[config.mk]
export PLATFORM = sky130hd
export DESIGN_NAME = timer_display_scan
export DESIGN_NICKNAME = d
export VERILOG_FILES = /design/src/rtl/timer_display_scan.sv
export SDC_FILE = /design/constraint.sdc
export NUM_CORES = 1
export LEC_CHECK = 0
export ABC_CLOCK_PERIOD_IN_PS = 7870
export CORE_AREA = 2 2 96 52
export DETAILED_ROUTE_END_ITERATION = 8
export DIE_AREA = 0 0 98 54
export PLACE_DENSITY = 0.82
export SLEW_MARGIN = 20
export SYNTH_ARGS = -nofsm -noshare
export SYNTH_HDL_FRONTEND = slang
export SYNTH_SLANG_ARGS = --single-unit
[constraint.sdc]
create_clock -name clk_1k -period 7.87 [get_ports clk_1k]
set_input_delay 1.1805 -clock clk_1k [delete_from_list [all_inputs] [get_ports clk_1k]]
set_output_delay 1.1805 -clock clk_1k [all_outputs]
set_load 0.02 [all_outputs]
[src/rtl/timer_display_scan.sv]
// rtl/timer_display_scan.sv - six-digit seven-segment scanner with state decoration and sand bar
// Optional macro LEADING_ZERO_BLANK_EN blanks leading hour zeros in IDLE_SET/RUNNING.
module timer_display_scan #(
    parameter int SCAN_DIV   = 1,
    parameter int BLINK_HALF = 500,
    parameter int RING_HALF  = 125
) (
    input  logic       clk_1k,
    input  logic       rst_n,
    input  logic [3:0] tm_h_tens,
    input  logic [3:0] tm_h_ones,
    input  logic [3:0] tm_m_tens,
    input  logic [3:0] tm_m_ones,
    input  logic [3:0] tm_s_tens,
    input  logic [3:0] tm_s_ones,
    input  logic [1:0] timer_state,
    input  logic [3:0] sand_count,
    output logic [7:0] seg_out,
    output logic [5:0] digit_sel,
    output logic [8:0] sand_led
);

    typedef enum logic [1:0] {
        ST_IDLE_SET = 2'd0,
        ST_RUNNING  = 2'd1,
        ST_RINGING  = 2'd2,
        ST_CONFIRM  = 2'd3
    } timer_state_t;

    localparam int DIV_W   = (SCAN_DIV > 1) ? $clog2(SCAN_DIV) : 1;
    localparam int BLINK_W = $clog2(2 * BLINK_HALF);
    localparam int RING_W  = $clog2(2 * RING_HALF);
    localparam logic [DIV_W-1:0]   DIV_LAST   = DIV_W'(SCAN_DIV - 1);
    localparam logic [BLINK_W-1:0] BLINK_LAST = BLINK_W'(2 * BLINK_HALF - 1);
    localparam logic [RING_W-1:0]  RING_LAST  = RING_W'(2 * RING_HALF - 1);

    logic [2:0]         scan_idx;
    logic [DIV_W-1:0]   div_cnt;
    logic [BLINK_W-1:0] blink_cnt;
    logic [RING_W-1:0]  ring_cnt;
    timer_state_t       prev_state;
    timer_state_t       cur_state;
    logic               state_chg;
    logic               blink_on;
    logic               ring_on;
    logic               dp_slot;
    logic [3:0]         digit_val;
    logic [6:0]         digit_seg;
    logic [7:0]         seg_next;
    logic [5:0]         sel_next;
    logic [8:0]         sand_next;
`ifdef LEADING_ZERO_BLANK_EN
    logic               hour_blank;
`endif

    function automatic logic [6:0] bcd_to_seg(input logic [3:0] d);
        case (d)
            4'd0:    bcd_to_seg = 7'h3F;
            4'd1:    bcd_to_seg = 7'h06;
            4'd2:    bcd_to_seg = 7'h5B;
            4'd3:    bcd_to_seg = 7'h4F;
            4'd4:    bcd_to_seg = 7'h66;
            4'd5:    bcd_to_seg = 7'h6D;
            4'd6:    bcd_to_seg = 7'h7D;
            4'd7:    bcd_to_seg = 7'h07;
            4'd8:    bcd_to_seg = 7'h7F;
            4'd9:    bcd_to_seg = 7'h6F;
            default: bcd_to_seg = 7'h00;
        endcase
    endfunction

    always_comb begin
        cur_state = timer_state_t'(timer_state);
        state_chg = (cur_state != prev_state);
        blink_on  = (blink_cnt < BLINK_W'(BLINK_HALF));
        ring_on   = (ring_cnt < RING_W'(RING_HALF));
        case (scan_idx)
            3'd0:    digit_val = tm_h_tens;
            3'd1:    digit_val = tm_h_ones;
            3'd2:    digit_val = tm_m_tens;
            3'd3:    digit_val = tm_m_ones;
            3'd4:    digit_val = tm_s_tens;
            default: digit_val = tm_s_ones;
        endcase
        digit_seg = bcd_to_seg(digit_val);
        dp_slot   = (scan_idx == 3'd1) || (scan_idx == 3'd3);
        seg_next  = 8'h00;
        case (cur_state)
            ST_IDLE_SET: seg_next = {dp_slot, digit_seg};
            ST_RUNNING:  seg_next = {dp_slot & blink_on, digit_seg};
            ST_RINGING:  seg_next = ring_on ? {1'b0, digit_seg} : 8'h00;
            default: begin
                // "SEt" centred on digits 1..3
                case (scan_idx)
                    3'd1:    seg_next = 8'h6D;
                    3'd2:    seg_next = 8'h79;
                    3'd3:    seg_next = 8'h78;
                    default: seg_next = 8'h00;
                endcase
            end
        endcase
`ifdef LEADING_ZERO_BLANK_EN
        hour_blank = ((scan_idx == 3'd0) && (tm_h_tens == 4'd0)) ||
                     ((scan_idx == 3'd1) && (tm_h_tens == 4'd0) && (tm_h_ones == 4'd0));
        if (hour_blank && ((cur_state == ST_IDLE_SET) || (cur_state == ST_RUNNING)))
            seg_next = 8'h00;
`endif
        sel_next = 6'b000001 << scan_idx;
        for (int i = 0; i < 9; i++)
            sand_next[i] = (sand_count > 4'(i));
    end

    always_ff @(posedge clk_1k) begin
        if (!rst_n) begin
            seg_out    <= 8'h00;
            digit_sel  <= 6'b000000;
            sand_led   <= 9'h000;
            scan_idx   <= 3'd0;
            div_cnt    <= '0;
            blink_cnt  <= '0;
            ring_cnt   <= '0;
            prev_state <= ST_IDLE_SET;
        end else begin
            if (div_cnt == DIV_LAST) begin
                div_cnt   <= '0;
                seg_out   <= seg_next;
                digit_sel <= sel_next;
                scan_idx  <= (scan_idx == 3'd5) ? 3'd0 : scan_idx + 3'd1;
            end else begin
                div_cnt <= div_cnt + 1'b1;
            end
            // restart both phases on entry so every state opens in its "on" phase
            if (state_chg) begin
                blink_cnt <= '0;
                ring_cnt  <= '0;
            end else begin
                blink_cnt <= (blink_cnt == BLINK_LAST) ? '0 : blink_cnt + 1'b1;
                ring_cnt  <= (ring_cnt == RING_LAST) ? '0 : ring_cnt + 1'b1;
            end
            prev_state <= cur_state;
            sand_led   <= sand_next;
        end
    end

endmodule
==> results.sh, run 1 <==
export IMPL_synth_cells=258
export IMPL_ys_ff_latch=47
export IMPL_core_area_sq_mm=0.004572
export IMPL_finClkSkew_ns=0.005762
export IMPL_syn_area_per_cell_sq_um=8.792
export IMPL_reg2reg_depth=9
export IMPL_final_setup_tns_ns=0
export IMPL_final_area_sq_mm=0.002940
export IMPL_grt_overflow_total=0
export IMPL_arrival_ns=3.19
export IMPL_critical_path_top_delay_family="compound AO/OA/AOI/OAI gates"
export IMPL_hp_start="blink_cnt[0]"
export IMPL_whs_path_depth=1
export IMPL_syn_num_nets=300
export IMPL_nFillCells=373
export IMPL_post_route_period_util=0.3811
export IMPL_hold_viol_final=0
export IMPL_grt_pass1_vias=1830
export IMPL_die_width_um=98
export IMPL_ys_top_cells_by_count="47 x dfxtp_1, 34 x nor2_1, 18 x a21oi_1, 18 x nand2_1, 11 x nand3_1"
export IMPL_clk_pin_slew_worst_paths_ns=0.08
export IMPL_dr_total_vias=2040
export IMPL_crit_required_ns=8.06
export IMPL_gp_congestion=0.8303
export IMPL_dr_pass1_iters=4
export IMPL_p_leak_nw=1.107
export IMPL_fmax_mhz=333.4
export IMPL_max_slew_margin=0.4204
export IMPL_drt_initial_drc_count=106
export IMPL_slowest_delay_ns=0.46
export IMPL_postRouteAntennaNets=0
export IMPL_r2r_end="seg_out[5]"
export IMPL_cts_buffers=5
export IMPL_track_usage=0.2134
export IMPL_met3_usage=0.06753
export IMPL_clkLatencyLatePin_ns=0.29
export IMPL_grt_max_degree=20
export IMPL_nNetsFinal=351
export IMPL_cts_htree_levels=2
export IMPL_drt_drc_violations_left=0
export IMPL_ios=55
export IMPL_post_cts_setup_buffers=0
export IMPL_synth_top_cell_area_share=0.4148
export IMPL_vias_per_cell=5.514
export IMPL_ctsHoldBuffers=0
export IMPL_cts_repair_resized=0
export IMPL_hold_path_class="reg -> reg"
export IMPL_area_growth_pct=29.62
export IMPL_hpwl_mm=4.099
export IMPL_ir_drop_mv=0.1023
export IMPL_antenna_found_initial=0
export IMPL_worstSetupEndpointType="flip-flop"
export IMPL_die_h_um=54
export IMPL_cpMaxStageDelayCell="clkdlybuf4s50_1"
export IMPL_synth_area_top_cells="dfxtp_1 41%, nor2_1 5.6%, ha_1 5.5%"
export IMPL_die_area_sq_mm=0.005292
export IMPL_detail_route_wl_per_cell_um=14.39
export IMPL_start_util=0.4962
export IMPL_use_met1=0.3003
export IMPL_period_needed_ns=3.000
export IMPL_synth_top_cell_by_area="dfxtp_1"
export IMPL_cts_root_buf="clkbuf_8"
export IMPL_maxCapViolCount=0
export IMPL_synth_edf_count=0
export IMPL_drv_slew=0
export IMPL_critPathBufInv=2
export IMPL_grt_pass1_wl_mm=8.742
export IMPL_clockBufferDepth=2
export IMPL_netlist_area_sq_mm=0.002268
export IMPL_p_per_area_mw_per_mm2=191.0
export IMPL_critPathLaunchType="primary input"
export IMPL_worstPathMaxFanout=3
export IMPL_synthArstFlopShare=0
export IMPL_path_class="in -> reg"
export IMPL_rsz0062_at_grt="no"
export IMPL_worst_hold_path_endpoint="blink_cnt[0]"
export IMPL_rows=18
export IMPL_r2r_setup_slack_ns=4.88
export IMPL_setup_viol=0
export IMPL_ys_warn_count=0
export IMPL_use_met2=0.3162
export IMPL_wirelength_mm=5.323
export IMPL_cp_cell_sequence="clkdlybuf4s50_1 -> mux2i_1 -> a211o_1 -> a31oi_2 -> inv_1 -> ha_1 -> or3_1 -> o2111ai_1 -> a21oi_1"
export IMPL_yosysUniqueCellTypes=54
export IMPL_worst_pin_slew_ns=0.8620
export IMPL_layout_drive_gt1_share=0.05806
export IMPL_regToRegStartpoint="scan_idx[2]"
export IMPL_cts_tree="done"
export IMPL_antennaDiodeCount=0
export IMPL_outcome="finished, final reports clean"
export IMPL_cp_startpoint="tm_h_tens[0]"
export IMPL_grt_busiest_layer="met2"
export IMPL_port_buffers=54
export IMPL_synth_top_flop_cell="dfxtp_1"
export IMPL_yosysMostFrequentCell="dfxtp_1"
export IMPL_placed_cell_area_sq_mm=0.002823
export IMPL_ys_seq_area_frac=0.4148
export IMPL_clock_sinks=47
[kinds of logic (layout without fill, tap and decap cells)]
family / after synthesis / in the layout / share of synthesized area
AOI/OAI and AO/OA: 66 / 66 / 0.2096
muxes: 4 / 4 / 0.01820
xor gates and xnor gates: 15 / 15 / 0.05792
DFF: 47 / 47 / 0.4148
buffers and inverters: 22 / 74 / 0.04742
adders and majority gates: 10 / 10 / 0.05516
other: 1 / 1 / 0.001653
and+or+nand+nor: 93 / 93 / 0.1952
[report_power, final]
part | internal [mW] | leakage [nW] | switching, mW
clock | 0.103 | 0.0612 | 0.0785
sequential | 0.249 | 0.385 | 0.0116
combinational | 0.0571 | 0.661 | 0.0625
[flip-flops by register name, summed over array words and instances, names as in the netlist]
register and cells:
blink_cnt 10, digit_sel 6, div_cnt 1, prev_state 2, ring_cnt 8, sand_led 9
scan_idx 3, seg_out 8
[cells in the final DEF (no fill, tap or decap), drive strengths merged, types with 2 or more instances in the layout]
master	synthesis	routed
clkinv	3	4
a21oi	18	18
inv	9	9
clkbuf	4	6
nor2b	2	2
dfxtp	47	47
xor2	7	7
clkdlybuf4s50	0	54
ha	10	10
nor3b	2	2
xnor2	8	8
and3	6	6
a32oi	2	2
o2111ai	2	2
mux2i	3	3
nand3	11	11
nor3	5	5
or3	4	4
nand2	18	18
and2	4	4
o22ai	4	4
a31oi	3	3
a211oi	5	5
o21ai	12	12
o22a	2	2
a21o	3	3
nor2	35	35
nand4	2	2
nor4	3	3
o31a	3	3
a22oi	3	3
[cell type report]
| class | count | area (sq um) | area share |
|---|---|---|---|
| clock inverter | 2 | 35.03 | 0.01191 |
| clock buffer | 6 | 82.58 | 0.02809 |
| inverter | 12 | 46.29 | 0.01574 |
| tap | 60 | 75.07 | 0.02553 |
| multi-input combinational | 189 | 1220 | 0.4149 |
| sequential | 47 | 940.9 | 0.3200 |
| timing repair buffer | 54 | 540.5 | 0.1838 |
[how the worst max path moves through the flow]
stage,end,depth (start not counted)
after floorplan,seg_out[5],8
after global placement,seg_out[5],9
after detailed placement,seg_out[5],9
after CTS,seg_out[5],9
after global routing,seg_out[4],9
final,seg_out[5],9
[metrics by stage]
step	utilization	total power, mW	setup WS, ns	instances	hold slack (ns)
floorplan	-	0.3354	5.223	258	0.4132
global placement	0.6174	0.3811	4.672	362	0.4278
detailed placement	0.6174	0.3836	4.593	362	0.4389
CTS	0.6431	0.5631	4.898	370	0.4581
global route	0.6431	0.5892	4.620	370	0.4792
finish	0.6431	0.5616	4.870	370	0.4521
[metal layers]
metal / wire, um / vias up / share of wire
met1: 2784 / 955 / 0.52
met4: 51 / 0 / 0.0096
met2: 2112 / 65 / 0.40
met5: 0 / - / 0
met3: 375 / 8 / 0.070
li1: - / 1012 / -
Note: power is estimated with default switching activity, not from simulation.
==> run 2: changes to the inputs <==
--- a/config.mk
+++ b/config.mk
@@ -5,11 +5,11 @@
 export SDC_FILE = /design/constraint.sdc
 export NUM_CORES = 1
 export LEC_CHECK = 0
-export ABC_CLOCK_PERIOD_IN_PS = 7870
-export CORE_AREA = 2 2 96 52
+export ABC_CLOCK_PERIOD_IN_PS = 2900
+export CORE_AREA = 2 2 100 54
 export DETAILED_ROUTE_END_ITERATION = 8
-export DIE_AREA = 0 0 98 54
-export PLACE_DENSITY = 0.82
+export DIE_AREA = 0 0 102 56
+export PLACE_DENSITY = 0.77
 export SLEW_MARGIN = 20
 export SYNTH_ARGS = -nofsm -noshare
 export SYNTH_HDL_FRONTEND = slang
==> constraint.sdc (replaced) <==
create_clock -name clk_1k -period 2.9 [get_ports clk_1k]
set_input_delay 0.435 -clock clk_1k [delete_from_list [all_inputs] [get_ports clk_1k]]
set_output_delay 0.435 -clock clk_1k [all_outputs]
set_load 0.02 [all_outputs]
==> run 2 against run 1 <==
Effect of this change: worst setup slack worse by 4.4 ns; sequential share of layout area shrank 0.43 points; clock power rose to 2.7 times the previous value; first-iteration DRC count increased by 14%; power grew to 2.7 times the previous value; die area is 7.9% higher; cell count rose by 3.8%; via count fell by 1.9%; global-route usage down 2.2 points; critical path depth rose by 1; worst hold slack got worse by 0.0076 ns; critical endpoint unchanged; clock skew up 0.0048 ns.
==> results.sh, run 2 (same netlist as run 1, synthesis figures left out) <==
export IMPL_outcome="finished, final reports clean"
export IMPL_antenna_found_initial=0
export IMPL_clockBufferDepth=2
export IMPL_max_slew_margin=0.3586
export IMPL_intPower_mw=1.095
export IMPL_switching_share=0.2819
export IMPL_area_growth_pct=31.38
export IMPL_cp_startpoint="scan_idx[1]"
export IMPL_ios=55
export IMPL_finClkSkew_ns=0.01052
export IMPL_reg_top3="blink_cnt: 10 flops, sand_led: 9 flops"
export IMPL_placed_cell_area_sq_mm=0.002865
export IMPL_postRouteAntennaNets=0
export IMPL_dp_cells=376
export IMPL_cts_root_buf="clkbuf_8"
export IMPL_detail_route_wl_per_cell_um=13.86
export IMPL_hpwl_mm=4.117
export IMPL_post_cts_setup_buffers=0
export IMPL_start_util=0.4751
export IMPL_dr_pass1_iters=4
export IMPL_vias_per_cell=5.211
export IMPL_regToRegStartpoint="scan_idx[1]"
export IMPL_setup_viol=0
export IMPL_cts_htree_levels=2
export IMPL_layout_common_cells="54 x clkdlybuf4s50_1, 47 x dfxtp_1, 34 x nor2_1"
export IMPL_crit_end="seg_out[5]"
export IMPL_grt_pass1_wl_mm=8.707
export IMPL_clkLatencyLatePin_ns=0.30
export IMPL_seqPwrFrac=0.456
export IMPL_worstSetupEndpointType="flip-flop"
export IMPL_rsz0062_at_grt="no"
export IMPL_layout_drive_gt1_share=0.07006
export IMPL_clk_pin_slew_worst_paths_ns=0.09
export IMPL_p_comb_frac=0.224
export IMPL_core_area_sq_mm=0.004775
export IMPL_drt_drc_violations_left=0
export IMPL_worstPathMaxFanout=10
export IMPL_hold_path_class="reg -> reg"
export IMPL_antennaDiodeCount=0
export IMPL_nNetsFinal=355
export IMPL_clock_sinks=47
export IMPL_die_h_um=56
export IMPL_largest_register="blink_cnt"
export IMPL_ctsHoldBuffers=0
export IMPL_die_area_sq_mm=0.005712
export IMPL_path_class="reg -> reg"
export IMPL_fmax_mhz=411.6
export IMPL_cts_repair_resized=0
export IMPL_slowest_delay_ns=0.37
export IMPL_final_setup_tns_ns=0
export IMPL_hold_viol_final=0
export IMPL_die_width_um=102
export IMPL_p_leak_nw=1.121
export IMPL_dr_total_vias=2001
export IMPL_drv_slew=0
export IMPL_r2r_end="seg_out[5]"
export IMPL_finalPower_mw=1.524
export IMPL_arrival_ns=2.61
export IMPL_ir_drop_mv=0.2877
export IMPL_grt_pass1_vias=1823
export IMPL_cp_cell_sequence="and2_1 -> ha_1 -> a21o_1 -> nor2_1 -> a31oi_2 -> inv_1 -> ha_1 -> or3_1 -> o2111ai_1 -> a21oi_1"
export IMPL_post_route_period_util=0.8378
export IMPL_grt_overflow_total=0
export IMPL_period_needed_ns=2.430
export IMPL_cts_buffers=5
export IMPL_r2r_setup_slack_ns=0.47
export IMPL_final_area_sq_mm=0.002980
export IMPL_rows=18
export IMPL_switchingPower_mw=0.4297
export IMPL_p_per_area_mw_per_mm2=511.5
export IMPL_fin_cells=384
export IMPL_wirelength_mm=5.322
export IMPL_drt_initial_drc_count=121
export IMPL_grt_max_degree=20
export IMPL_largest_register_ff_count=10
export IMPL_crit_top_cell="ha_1"
export IMPL_critPathLaunchType="flip-flop"
export IMPL_track_usage=0.1918
export IMPL_port_buffers=54
export IMPL_maxCapViolCount=0
export IMPL_nFillCells=435
export IMPL_gp_congestion=0.8845
export IMPL_reg2reg_depth=10
export IMPL_cts_tree="done"
export IMPL_worst_pin_slew_ns=0.9539
export IMPL_layout_commonest_cell="clkdlybuf4s50_1"
export IMPL_crit_required_ns=3.08
export IMPL_cpMaxStageDelayCell="or3_1"
export IMPL_power_frac_clock=0.320
run 2: changes by cell type in the layout (fill, tap and decap cells not counted):
cell,previous run,this run
buf_4,0,4
clkbuf_8,6,5
clkinvlp_4,0,1
clkinv_2,2,1
inv_6,0,1
run 2: worst min path at each step:
| stage | startpoint | endpoint | slack (ns) | cells past startpoint |
|---|---|---|---|---|
| floorplan | blink_cnt[0] | blink_cnt[0] | 0.41 | 1 |
| global placement | blink_cnt[0] | blink_cnt[0] | 0.43 | 1 |
| detailed placement | blink_cnt[0] | blink_cnt[0] | 0.43 | 1 |
| CTS | blink_cnt[0] | blink_cnt[0] | 0.45 | 1 |
| global route | blink_cnt[0] | blink_cnt[0] | 0.49 | 1 |
| finish | blink_cnt[0] | blink_cnt[0] | 0.44 | 1 |
run 2: area by class of cell:
type | count | area (sq um) | area share
Clock inverter | 3 | 46.29 | 0.01553
Timing Repair Buffer | 58 | 570.5 | 0.1914
Tap cell | 70 | 87.58 | 0.02939
Inverter | 12 | 46.29 | 0.01553
Clock buffer | 5 | 68.82 | 0.02309
Multi-Input combinational cell | 189 | 1220 | 0.4093
Sequential cell | 47 | 940.9 | 0.3157
run 2: worst max-delay path, delay by kind of cell, from the launching register on:
family / cells / cell delay, ns
buffers and inverters: 1 / 0.12
AO/OA/AOI/OAI: 4 / 0.79
flip-flops: 1 / 0.33
AND/OR/NAND/NOR: 3 / 0.63
adder cells (fa/ha/maj): 2 / 0.44
run 2: stage by stage:
| stage | setup WS (ns) | utilization | hold slack, ns |
|---|---|---|---|
| 6_report | 0.4704 | 0.6242 | 0.4445 |
| 5_1_grt | 0.2658 | 0.6242 | 0.4850 |
| 4_1_cts | 0.4862 | 0.6242 | 0.4470 |
| 3_5_place_dp | 0.3967 | 0.6001 | 0.4316 |
| 3_3_place_gp | 0.4383 | 0.6001 | 0.4255 |
| 2_1_floorplan | 0.4012 | - | 0.4132 |
run 2: power by group through the flow:
stage | sequential, mW | clock, mW | combinational, mW
4_1_cts | 0.695 | 0.499 | 0.338
3_3_place_gp | 0.708 | 0 | 0.333
2_1_floorplan | 0.733 | 0 | 0.177
3_5_place_dp | 0.709 | 0 | 0.335
6_report | 0.695 | 0.489 | 0.341
5_1_grt | 0.699 | 0.524 | 0.368
run 2: layer usage:
metal,wire length (um),share of wire,track usage
met4,10,0.0019,0.02286
met2,1838,0.35,0.2350
met3,388,0.073,0.07035
met5,0,0,0
met1,3084,0.58,0.3135
